==> src/rtl/text_renderer.sv <==
// Character-cell text renderer: prefetches one cell ahead from display and font memory
// and emits one registered 4-bit colour per pixel clock. Cursor/blink logic is built only with TXT_CURSOR_EN.
module text_renderer #(
    parameter int CHAR_W       = 8,
    parameter int CHAR_H       = 16,
    parameter int COLS         = 80,
    parameter int ROWS         = 30,
    parameter int H_TOTAL      = 800,
    parameter int V_TOTAL      = 525,
    parameter int ADDR_W       = 12,
    parameter int BLINK_FRAMES = 16
) (
    input  logic                        clk,
    input  logic                        reset,
    input  logic [9:0]                  pix_x,
    input  logic [9:0]                  pix_y,
    output logic [ADDR_W-1:0]           ascii_address,
    output logic                        disp_mem_en,
    input  logic [7:0]                  char_code,
    input  logic [7:0]                  attr,
    output logic [8+$clog2(CHAR_H)-1:0] font_address,
    output logic                        font_mem_en,
    input  logic [CHAR_W-1:0]           font_line_data,
    input  logic                        cursor_en,
    input  logic [7:0]                  cursor_x,
    input  logic [7:0]                  cursor_y,
    output logic [3:0]                  pix_color
);

    localparam int PW       = $clog2(CHAR_W);
    localparam int RW       = $clog2(CHAR_H);
    localparam int X_ACTIVE = COLS * CHAR_W;
    localparam int Y_ACTIVE = ROWS * CHAR_H;

    logic [ADDR_W-1:0] r_ascii_address;
    logic              r_disp_mem_en;
    logic [8+RW-1:0]   r_font_address;
    logic              r_font_mem_en;
    logic [CHAR_W-1:0] r_line_pend;
    logic [CHAR_W-1:0] r_shifter;
    logic [7:0]        r_attr_pend;
    logic [7:0]        r_attr_cur;
    logic [3:0]        r_pix_color;

    logic [PW-1:0]     w_p;
    int                w_fx;
    int                w_fy;
    int                w_addr;
    logic              w_fetch_valid;
    logic              w_swap;
    logic              w_pix_bit;
    logic [3:0]        w_fg;
    logic [3:0]        w_bg;
    logic [3:0]        w_color;

    assign w_p = pix_x[PW-1:0];

    // Fetch runs one cell ahead of the beam, wrapping onto the next line (and frame).
    always_comb begin
        w_fx = int'(pix_x) + CHAR_W;
        w_fy = int'(pix_y);
        if (w_fx >= H_TOTAL) begin
            w_fx = w_fx - H_TOTAL;
            w_fy = (w_fy + 1 >= V_TOTAL) ? 0 : w_fy + 1;
        end
        w_fetch_valid = (w_fx < X_ACTIVE) && (w_fy < Y_ACTIVE);
        w_addr        = (w_fy / CHAR_H) * COLS + (w_fx / CHAR_W);
    end

    always_comb begin
        w_pix_bit = r_shifter[PW'(CHAR_W-1) - w_p];
        w_fg      = r_attr_cur[3:0];
        w_bg      = r_attr_cur[7:4];
        if (w_swap) begin
            w_fg = r_attr_cur[7:4];
            w_bg = r_attr_cur[3:0];
        end
        w_color = w_pix_bit ? w_fg : w_bg;
    end

    always_ff @(posedge clk or posedge reset) begin
        if (reset) begin
            r_ascii_address <= '0;
            r_disp_mem_en   <= 1'b0;
            r_font_address  <= '0;
            r_font_mem_en   <= 1'b0;
            r_line_pend     <= '0;
            r_shifter       <= '0;
            r_attr_pend     <= '0;
            r_attr_cur      <= '0;
            r_pix_color     <= '0;
        end else begin
            r_disp_mem_en <= 1'b0;
            r_font_mem_en <= 1'b0;
            if (w_p == '0 && w_fetch_valid) begin
                r_ascii_address <= ADDR_W'(w_addr);
                r_disp_mem_en   <= 1'b1;
            end
            if (w_p == PW'(1)) begin
                if (w_fetch_valid) begin
                    r_font_address <= {char_code, w_fy[RW-1:0]};
                    r_font_mem_en  <= 1'b1;
                    r_attr_pend    <= attr;
                end else begin
                    r_attr_pend    <= '0;
                end
            end
            if (w_p == PW'(2)) begin
                r_line_pend <= w_fetch_valid ? font_line_data : '0;
            end
            // Load on the last pixel of a cell so the new cell shows from its first pixel.
            if (w_p == PW'(CHAR_W-1)) begin
                r_shifter  <= r_line_pend;
                r_attr_cur <= r_attr_pend;
            end
            r_pix_color <= w_color;
        end
    end

`ifdef TXT_CURSOR_EN
    localparam int BW = (BLINK_FRAMES > 1) ? $clog2(BLINK_FRAMES) : 1;

    logic [BW-1:0] r_blink_cnt;
    logic          r_blink;
    logic          r_inv;
    int            w_dx;
    int            w_dy;
    logic          w_cursor_hit;

    // Coordinates of the cell about to be loaded: the one starting at the next pixel.
    always_comb begin
        w_dx = int'(pix_x) + 1;
        w_dy = int'(pix_y);
        if (w_dx >= H_TOTAL) begin
            w_dx = 0;
            w_dy = (w_dy + 1 >= V_TOTAL) ? 0 : w_dy + 1;
        end
        w_cursor_hit = cursor_en && r_blink
                    && (w_dx / CHAR_W == int'(cursor_x))
                    && (w_dy / CHAR_H == int'(cursor_y))
                    && (w_dy % CHAR_H >= CHAR_H - 2);
    end

    always_ff @(posedge clk or posedge reset) begin
        if (reset) begin
            r_blink_cnt <= '0;
            r_blink     <= 1'b0;
            r_inv       <= 1'b0;
        end else begin
            if (pix_x == 10'd0 && pix_y == 10'd0) begin
                if (r_blink_cnt == BW'(BLINK_FRAMES-1)) begin
                    r_blink_cnt <= '0;
                    r_blink     <= ~r_blink;
                end else begin
                    r_blink_cnt <= r_blink_cnt + BW'(1);
                end
            end
            if (w_p == PW'(CHAR_W-1)) begin
                r_inv <= w_cursor_hit;
            end
        end
    end

    assign w_swap = r_inv;
`else
    logic w_cursor_unused;
    assign w_cursor_unused = ^{cursor_en, cursor_x, cursor_y};
    assign w_swap          = 1'b0;
`endif

    assign ascii_address = r_ascii_address;
    assign disp_mem_en   = r_disp_mem_en;
    assign font_address  = r_font_address;
    assign font_mem_en   = r_font_mem_en;
    assign pix_color     = r_pix_color;

endmodule

==> config.mk <==
export PLATFORM = sky130hd
export DESIGN_NAME = text_renderer
export DESIGN_NICKNAME = d
export VERILOG_FILES = /design/src/rtl/text_renderer.sv
export SDC_FILE = /design/constraint.sdc
export NUM_CORES = 1
export LEC_CHECK = 0
export ABC_AREA = 1
export BUFFER_PORTS_ARGS = -buffer_cell sky130_fd_sc_hd__buf_2
export CAP_MARGIN = 20
export CORE_ASPECT_RATIO = 1.4
export CORE_MARGIN = 5
export CORE_UTILIZATION = 43
export CTS_CLUSTER_SIZE = 10
export DETAILED_ROUTE_END_ITERATION = 10
export PLACE_DENSITY = 0.66
export SYNTH_ARGS = -nofsm -noshare
export SYNTH_HDL_FRONTEND = slang
export SYNTH_SLANG_ARGS = --single-unit
==> constraint.sdc <==
create_clock -name clk -period 2.9 [get_ports clk]
set_clock_uncertainty 0.2 [all_clocks]
set_input_delay 0.58 -clock clk [delete_from_list [all_inputs] [get_ports clk]]
set_output_delay 0.58 -clock clk [all_outputs]
set_load 0.1 [all_outputs]
# After elaboration in Yosys (flattened, before gate mapping)
# Index checks and enable logic that the tools add are counted.
# word_totals
register_bits,62
input_bits,63
elab_cells,44
# op_classes
addsub,7
mul,1
order_cmp,5
eq_ne,3
n_mux,11
bitwise,2
reduce_logical,6
# op_table
operator,count
adder 32 x 1 -> 32 bit,1
">= comparator 32 x 11 -> 1 bit, second input constant",1
"< comparator 32 x 10 -> 1 bit, second input constant",1
"< comparator 32 x 11 -> 1 bit, second input constant",1
"multiplier 32 x 4 -> 8 bit, second input constant",1
2-to-1 mux 32 bit,1
2-to-1 mux 11 bit,2
2-to-1 mux 8 bit,2
adder 12 x 1 -> 12 bit,1
adder 12 bit,1
"subtractor 11 x 10 -> 12 bit, second input constant",1
"adder 10 x 1 -> 11 bit, second input constant",1
"adder 10 x 4 -> 11 bit, second input constant",1
">= comparator 11 x 10 -> 1 bit, second input constant",1
"< comparator 3 x 4 -> 1 bit, second input constant",1
2-to-1 mux 1 bit,4
2-to-1 mux 4 bit,1
OR reduction 4 bit,1
binary-select mux 1 bit (select 3 bit),1
"equality test 3 x 1 -> 1 bit, second input constant",1
"equality test 3 x 2 -> 1 bit, second input constant",1
"equality test 3 bit, second input constant",1
zero test 3 bit,1
OR reduction 3 bit,1
5 further kinds,6

# Logic depth before layout (Yosys ltp)
# Gate-level depths: netlist (run 1).
# logic_depth
depth_word,9
mapped_depth,31
mapped_depth_nobuf,30

# Worst setup path after synthesis (run 1)
# No wires, ideal clock.
# synth_path
kind,input -> register
from,input pix_x[3]
to,register r_ascii_address[11] (netlist: ascii_address[11])
setup_time_ns,0.120
arrival_ns,4.164
t_required_ns,2.580
path_slack_ns,-1.584
cell_stages,30
path_buffers,0
path_cell_list,ha_1 -> xnor2_2 -> inv_1 -> ha_1 -> nand2_1 -> nor2_1 -> nand2_1 -> nor2_1 -> nand2_4 -> nand3_4 -> inv_2 -> nor2_1 -> nand2_1 -> nand2_1 -> ha_1 -> ha_1 -> inv_1 -> fa_1 -> inv_1 -> ha_1 -> inv_1 -> o21bai_1 -> a21oi_1 -> nor2_1 -> a211oi_1 -> nand2_1 -> nand2_1 -> nand2_1 -> nand2_1 -> nand2_1
# synth_via
elab_chain_len,8
word_cells_on_any_way,17
cone_classes,5 x add/sub; 1 x mul; 3 x order compare; 2 x mux; 2 x bitwise; 4 x reduce/logical
# synth_rtl
element,line,source
"start, declared",15,"input logic [9:0] pix_x,"
adder 10 x 4 -> 11 bit *,60,w_fx = int'(pix_x) + CHAR_W;
>= comparator 11 x 10 -> 1 bit,62,if (w_fx >= H_TOTAL) begin
2-to-1 mux 11 bit,62,
OR reduction 4 bit (no line),n/a,
bitwise AND 1 bit (no line),n/a,
adder 32 x 1 -> 32 bit (no line),n/a,
multiplier 32 x 4 -> 8 bit,67,w_addr = (w_fy / CHAR_H) * COLS + (w_fx / CHAR_W);
adder 12 bit,67,
"end signal, assigned",96,r_ascii_address <= ADDR_W'(w_addr);
"end, declared",35,logic [ADDR_W-1:0] r_ascii_address;
# Mark *: on every way between the ends. The rest lies on a longest branch, timed or not.
# A chain may end at the register's enable or synchronous reset.

# Final worst setup path (run 1)
# layout_path
from,input pix_x[3]
to,register r_ascii_address[9] (netlist: ascii_address[9])
# Same word-level chain as after synthesis.

==> results of run 1 <==
[layout make-up]
type                       count  area [µm²]  area share, %
multi-input combinational    415        2650           42.0
clock inverter                 5        33.8          0.535
inverter                      67         262           4.14
clock buffer                  11         243           3.85
sequential                    62        1550           24.6
timing repair buffer         201        1430           22.7
tap                          110         138           2.18
[cells by family (layout without fill, tap and decap cells)]
logic type | after synthesis | after routing | synth area share [%]
simple gates | 327 | 327 | 34.8
buf+inv | 80 | 284 | 8.47
flops | 62 | 62 | 37.8
compound gates | 42 | 42 | 5.94
fa+ha+maj | 25 | 25 | 7.80
mux | 11 | 11 | 3.02
xor+xnor | 9 | 9 | 2.10
other cells | 1 | 1 | 0.0913
[flip-flops by register name (all words and copies together) (netlist names)]
signal,count
r_shifter,8
font_address,12
disp_mem_en,1
r_attr_pend,8
font_mem_en,1
r_line_pend,8
pix_color,4
r_attr_cur,8
ascii_address,12
[metrics by stage]
stage	std cells	area, µm²	TNS [ps]	hold WS [ps]	power [mW]
CTS	861	6060	-5640	129	4.49
global placement	824	5320	-17810	252	3.28
global route	871	6310	-18110	161	4.84
floorplan	557	4180	-5430	245	2.79
finish	871	6310	-11200	115	4.61
detailed placement	824	5320	-20950	253	3.31
[path summary, 6_finish.rpt]
kind / from / end / slack (ps) / cells after the start
setup / recovery: pix_x[3] / ascii_address[9] / -1110 / 29
hold / removal: reset / r_attr_pend[6] / 110 / 2
setup reg to reg: r_shifter[4] / pix_color[1] / 1280 / 5
hold reg to reg: ascii_address[5] / ascii_address[5] / 270 / 2
max in group asynchronous: reset / disp_mem_en / 1690 / 3
min in group clk: ascii_address[5] / ascii_address[5] / 270 / 2
[cells in the mapped netlist (2+ instances only)]
cell type / instances
nor2_2: 6
inv_2: 2
nor2_1: 32
buf_2: 2
o21ai_0: 14
nand2_4: 2
a21oi_1: 17
nand2_1: 195
ha_1: 24
clkbuf_1: 2
nand3_1: 64
mux2_2: 11
nand2_2: 7
xnor2_1: 2
nor3_1: 3
buf_6: 5
dfrtp_1: 62
inv_1: 63
clkinv_1: 2
buf_1: 2
a211oi_1: 3
buf_4: 2
xor2_1: 6
nand4_1: 13
[layer usage]
layer  track usage (%)  up-vias  routed length [µm]
met3              3.04       27                 471
met2              38.2      111                6740
met1              22.1     2079                4510
li1                  -     2190                   -
met4              11.1        0                 447
met5                 0        -                   0
[where the power goes]
part	internal (mW)	total [mW]	switching, mW	leakage, nW
clock network	0.600	0.974	0.374	0.132
logic	0.703	2.45	1.75	2.56
registers	1.08	1.19	0.117	0.798
total	2.38	4.61	2.24	3.49
[critical path: cells and delay by family]
family          cells  cell delay (ps)
simple gates       13              930
fa+ha+maj           6             1520
xor+xnor            1              140
compound gates      2              340
buf+inv             7              500
[what timing repair did]
action	4_1_cts	5_1_grt
setup endpoints to repair	28	42
endpoints found under the hold margin	0	0
setup buffers	27	10
pin swaps	59	28
cloned	0	2
resized for setup	67	46
==> qor.csv, run 1 <==
metric,value,unit
hold_buf cts,0,
Yosys Warn Count,0,
Clock Tree Buf Depth,2,
CTS root buf,clkbuf_16,
Antenna Violating Nets Remaining,0,
"area leader, netlist",dfrtp_1,
critical path arrival,4030,ps
"Avg Cell Area, Syn",7.37,µm²
RD Place Congestion,0.972,
Via-to-Cell Ratio,5.06,
relative slew slack,50.1,%
share of layout cells above drive strength 1,43.5,%
cell mode on critical path,nand2_1,
outcome,finished with violations,
"Cell Area, Synth",4110,µm²
antenna violations before repair,0,
"commonest non-fill, non-tap cell in the layout",nand2_1,
"Primary FF master, synth",dfrtp_1,
pre-CTS WS,-1580,ps
WL/cell,14.0,µm
Lkg Pwr,3.49,nW
largest net degree at the start of global routing,30,
Max Cap Viol,0,
Final HPWL DP,8.68,mm
RSZ-0062 raised after global routing,true,
delay of the slowest cell on the worst path,520,ps
most frequent cells in the layout,"nand2_1 (166), buf_4 (110), buf_2 (72)",
sequential area share after synthesis,37.8,%
ant diodes,0,
Final Cycle Share,138,%
Mapped Cells,557,
Fin. Hold Viols,0,
FP Rows,42,
first-iteration detailed-routing DRC count,164,
I/O Buffers,75,
GR Util All Layers,20.6,%
"Min Clock Period, post-route",4010,ps
die height,126,µm
Slew @ Worst Pin,747,ps
fin util,67.1,%
total CTS buffers,9,
failing checks,negative setup slack,
top post-synthesis cells by area,"dfrtp_1 (38%), nand2_1 (18%), nand3_1 (7.8%)",
count of different cell masters after synthesis,40,
final setup violation count,41,
nets,844,
first-pass GRT wire length,19.5,mm
Die Wd,92.6,µm
TritonCTS clock tree,yes,
routed via count,4407,
"Clk pin slew, worst setup/hold paths",50,ps
total routed wirelength,12.2,mm
Async SR Flop Fraction,100,%
final worst slack,-1110,ps
H-tree depth,3,
Peak VDD IR,0.000422,V
"Max FO, Critical Path",5,
Yosys top cell area share,37.8,%
power per cell area,731,nW/µm²
Fill cells,741,
vias in the first global route,4407,
Pre-antenna DRT Iters,4,
Core Area,9410,µm²
Post-route DRC,0,
Hold Path Class,input pin to async pin,
Worst setup EP type,flop,
Top Ports,93,
critical path startpoint category,input pin,
critical path class,input pin to flop,
"FF+latch count, synth",62,
area delta synth->final,53.7,%
Max Transition Viols Final,0,
TritonCTS Sinks,62,
"EDFF count, synth",0,
die footprint,11600,µm²
required time worst endpoint,2920,ps
grt total ovfl,0,
Critical-path top delay cell,fa_2,
Initial Util,43.6,%
Worst-Skew Late Latency,320,ps
f_max,249,MHz
Synthesized Nets,645,
Power figures use the tool's default switching activity.
==> run 2: changes to the inputs <==
--- a/config.mk
+++ b/config.mk
@@ -8,12 +8,14 @@
 export ABC_AREA = 1
 export BUFFER_PORTS_ARGS = -buffer_cell sky130_fd_sc_hd__buf_2
 export CAP_MARGIN = 20
+export CELL_PAD_IN_SITES_DETAIL_PLACEMENT = 0
+export CELL_PAD_IN_SITES_GLOBAL_PLACEMENT = 1
 export CORE_ASPECT_RATIO = 1.4
 export CORE_MARGIN = 5
-export CORE_UTILIZATION = 43
+export CORE_UTILIZATION = 39
 export CTS_CLUSTER_SIZE = 10
 export DETAILED_ROUTE_END_ITERATION = 10
-export PLACE_DENSITY = 0.66
+export PLACE_DENSITY_LB_ADDON = 0.1
 export SYNTH_ARGS = -nofsm -noshare
 export SYNTH_HDL_FRONTEND = slang
 export SYNTH_SLANG_ARGS = --single-unit
==> run 2 against run 1 <==
Against the previous run: the run still ends with negative setup slack left; total power up 2.3%; worst hold slack worse by 3.0 ps; critical path depth up 1; register-to-register slack better by 50 ps; final cell count up 4.7%; first-iteration DRC count up 6.1%; sequential share of layout area down 0.72 points; global-route usage down 1.7 points; critical endpoint is now ascii_address[11]; largest cell class unchanged; highest routed layer unchanged.
==> qor.csv, run 2 (synthesized netlist as in run 1, its figures left out) <==
metric,value,unit,change
outcome,finished with violations,,
failing checks,negative setup slack,,
Die Wd,96.7,µm,+4.5%
internal reg-to-reg setup slack,1330,ps,+50 ps
"Design Area, Final",6500,µm²,+3.0%
routed via count,4363,,-1.0%
H-tree depth,3,,unchanged
Via-to-Cell Ratio,4.78,,-5.4%
Hold Path Class,input pin to async pin,,
WHS,112,ps,-2.96 ps
f_max,249,MHz,-0.26%
CTS root buf,clkbuf_16,,
total CTS buffers,9,,unchanged
most frequent cells in the layout,"nand2_1 (173), buf_4 (127), buf_2 (73)",,
Critical-path top delay cell,fa_2,,
RR Startpoint,r_shifter[4],,
Worst setup EP type,flop,,
largest net degree at the start of global routing,63,,+110%
area delta synth->final,58.3,%,
FP Rows,44,,+4.8%
ant diodes,0,,unchanged
relative slew slack,52.6,%,+2.5 points
vias in the first global route,4383,,-0.54%
share of layout cells above drive strength 1,44.6,%,+1.1 points
first-iteration detailed-routing DRC count,174,,+6.1%
multi-input logic area,2670,µm²,+0.94%
critical path arrival,4040,ps,about the same
die footprint,12700,µm²,+9.3%
worst r2r path cells,5,,unchanged
die height,131,µm,+4.6%
Peak VDD IR,0.000350,V,-17%
WL/cell,12.9,µm,-7.7%
Top Ports,93,,unchanged
nets,858,,+1.7%
antenna violations before repair,0,,unchanged
Final HPWL DP,8.88,mm,+2.2%
TritonCTS Sinks,62,,unchanged
"commonest non-fill, non-tap cell in the layout",nand2_1,,
total routed wirelength,11.8,mm,-3.4%
Core Area,10300,µm²,+10%
I/O Buffers,75,,unchanged
Pre-antenna DRT Iters,4,,unchanged
first-pass GRT wire length,20.0,mm,+2.6%
Initial Util,39.7,%,-4.0 points
final worst slack,-1120,ps,-10.3 ps
Post-route DRC,0,,unchanged
grt total ovfl,0,,unchanged
Fin. Hold Viols,0,,unchanged
"Clk pin slew, worst setup/hold paths",50,ps,about the same
critical path startpoint category,input pin,,
Max Transition Viols Final,0,,unchanged
Final Cycle Share,139,%,+0.35 points
delay of the slowest cell on the worst path,570,ps,+50 ps
required time worst endpoint,2920,ps,about the same
placed cell area,5450,µm²,+2.4%
Fill cells,988,,+33%
Lkg Pwr,3.55,nW,+1.6%
Slew @ Worst Pin,710,ps,-37.6 ps
"Max FO, Critical Path",6,,+1
TritonCTS clock tree,yes,,
power per cell area,726,nW/µm²,-0.73%
cell mode on critical path,nand2_1,,
r2r endpoint,pix_color[2],,
RD Place Congestion,0.924,,-4.9%
GR Util All Layers,18.9,%,-1.7 points
Worst-Skew Late Latency,330,ps,about the same
Max Cap Viol,0,,unchanged
"Min Clock Period, post-route",4020,ps,+10.3 ps
Clock Tree Buf Depth,2,,unchanged
register area,1550,µm²,unchanged
Antenna Violating Nets Remaining,0,,unchanged
final setup violation count,40,,-2.4%
RSZ-0062 raised after global routing,true,,
critical path class,input pin to flop,,
run 2: cell count changes in the layout (fill, tap and decap cells not counted), sizes merged:
cell / delta
clkinvlp: -1
buf: +15
bufinv: +1
inv: -1
clkinv: -1
run 2: worst max path at each step:
stage	from	endpoint	slack [ps]	depth (start not counted)
2_1_floorplan	pix_x[4]	ascii_address[11]	-1290	30
3_3_place_gp	pix_x[4]	ascii_address[11]	-1550	28
3_5_place_dp	pix_x[4]	ascii_address[10]	-1590	28
4_1_cts	pix_x[3]	ascii_address[11]	-1020	30
5_1_grt	pix_y[1]	ascii_address[11]	-1310	31
6_report	pix_x[4]	ascii_address[11]	-1120	30
run 2: layer usage:
| layer | part of all wire (%) | routed length, µm | up-vias | track usage [%] |
|---|---|---|---|---|
| li1 | - | - | 2216 | - |
| met1 | 38 | 4480 | 2028 | 20.9 |
| met2 | 56 | 6540 | 90 | 35.6 |
| met5 | 0 | 0 | - | 0 |
| met3 | 3.5 | 411 | 29 | 3.08 |
| met4 | 2.7 | 323 | 0 | 7.10 |
run 2: power by group:
part,internal [mW],switching (mW)
sequential,1.08,0.103
clock,0.728,0.361
combinational,0.729,1.72
run 2: final cells by class:
type	instances	area share, %
Tap cell	138	2.66
Timing Repair Buffer	215	23.5
Clock buffer	12	4.10
Inverter	67	4.04
Multi-Input combinational cell	415	41.1
Sequential cell	62	23.9
Clock inverter	3	0.654
run 2: per-stage QoR:
step | setup WS [ps] | cells | utilization (%) | total power [mW] | setup TNS [ps]
5_1_grt | -1310 | 912 | 62.8 | 4.96 | -17640
3_5_place_dp | -1590 | 861 | 52.6 | 3.35 | -22010
2_1_floorplan | -1290 | 557 | - | 2.79 | -5430
6_report | -1120 | 912 | 62.8 | 4.72 | -9890
3_3_place_gp | -1550 | 861 | 52.6 | 3.33 | -20400
4_1_cts | -1020 | 904 | 60.4 | 4.66 | -5470
run 2: worst max-delay path, delay by kind of cell:
family / cells / cell delay [ps]
simple gates: 14 / 980
xor+xnor: 1 / 120
compound gates: 3 / 450
buf+inv: 7 / 510
fa+ha+maj: 5 / 1370
run 2: timing repair:
action | CTS | global route
setup endpoints to repair | 38 | 42
buffers inserted | 32 | 9
gates resized for setup | 66 | 46
pin swaps | 50 | 32
hold buffers | 0 | 0
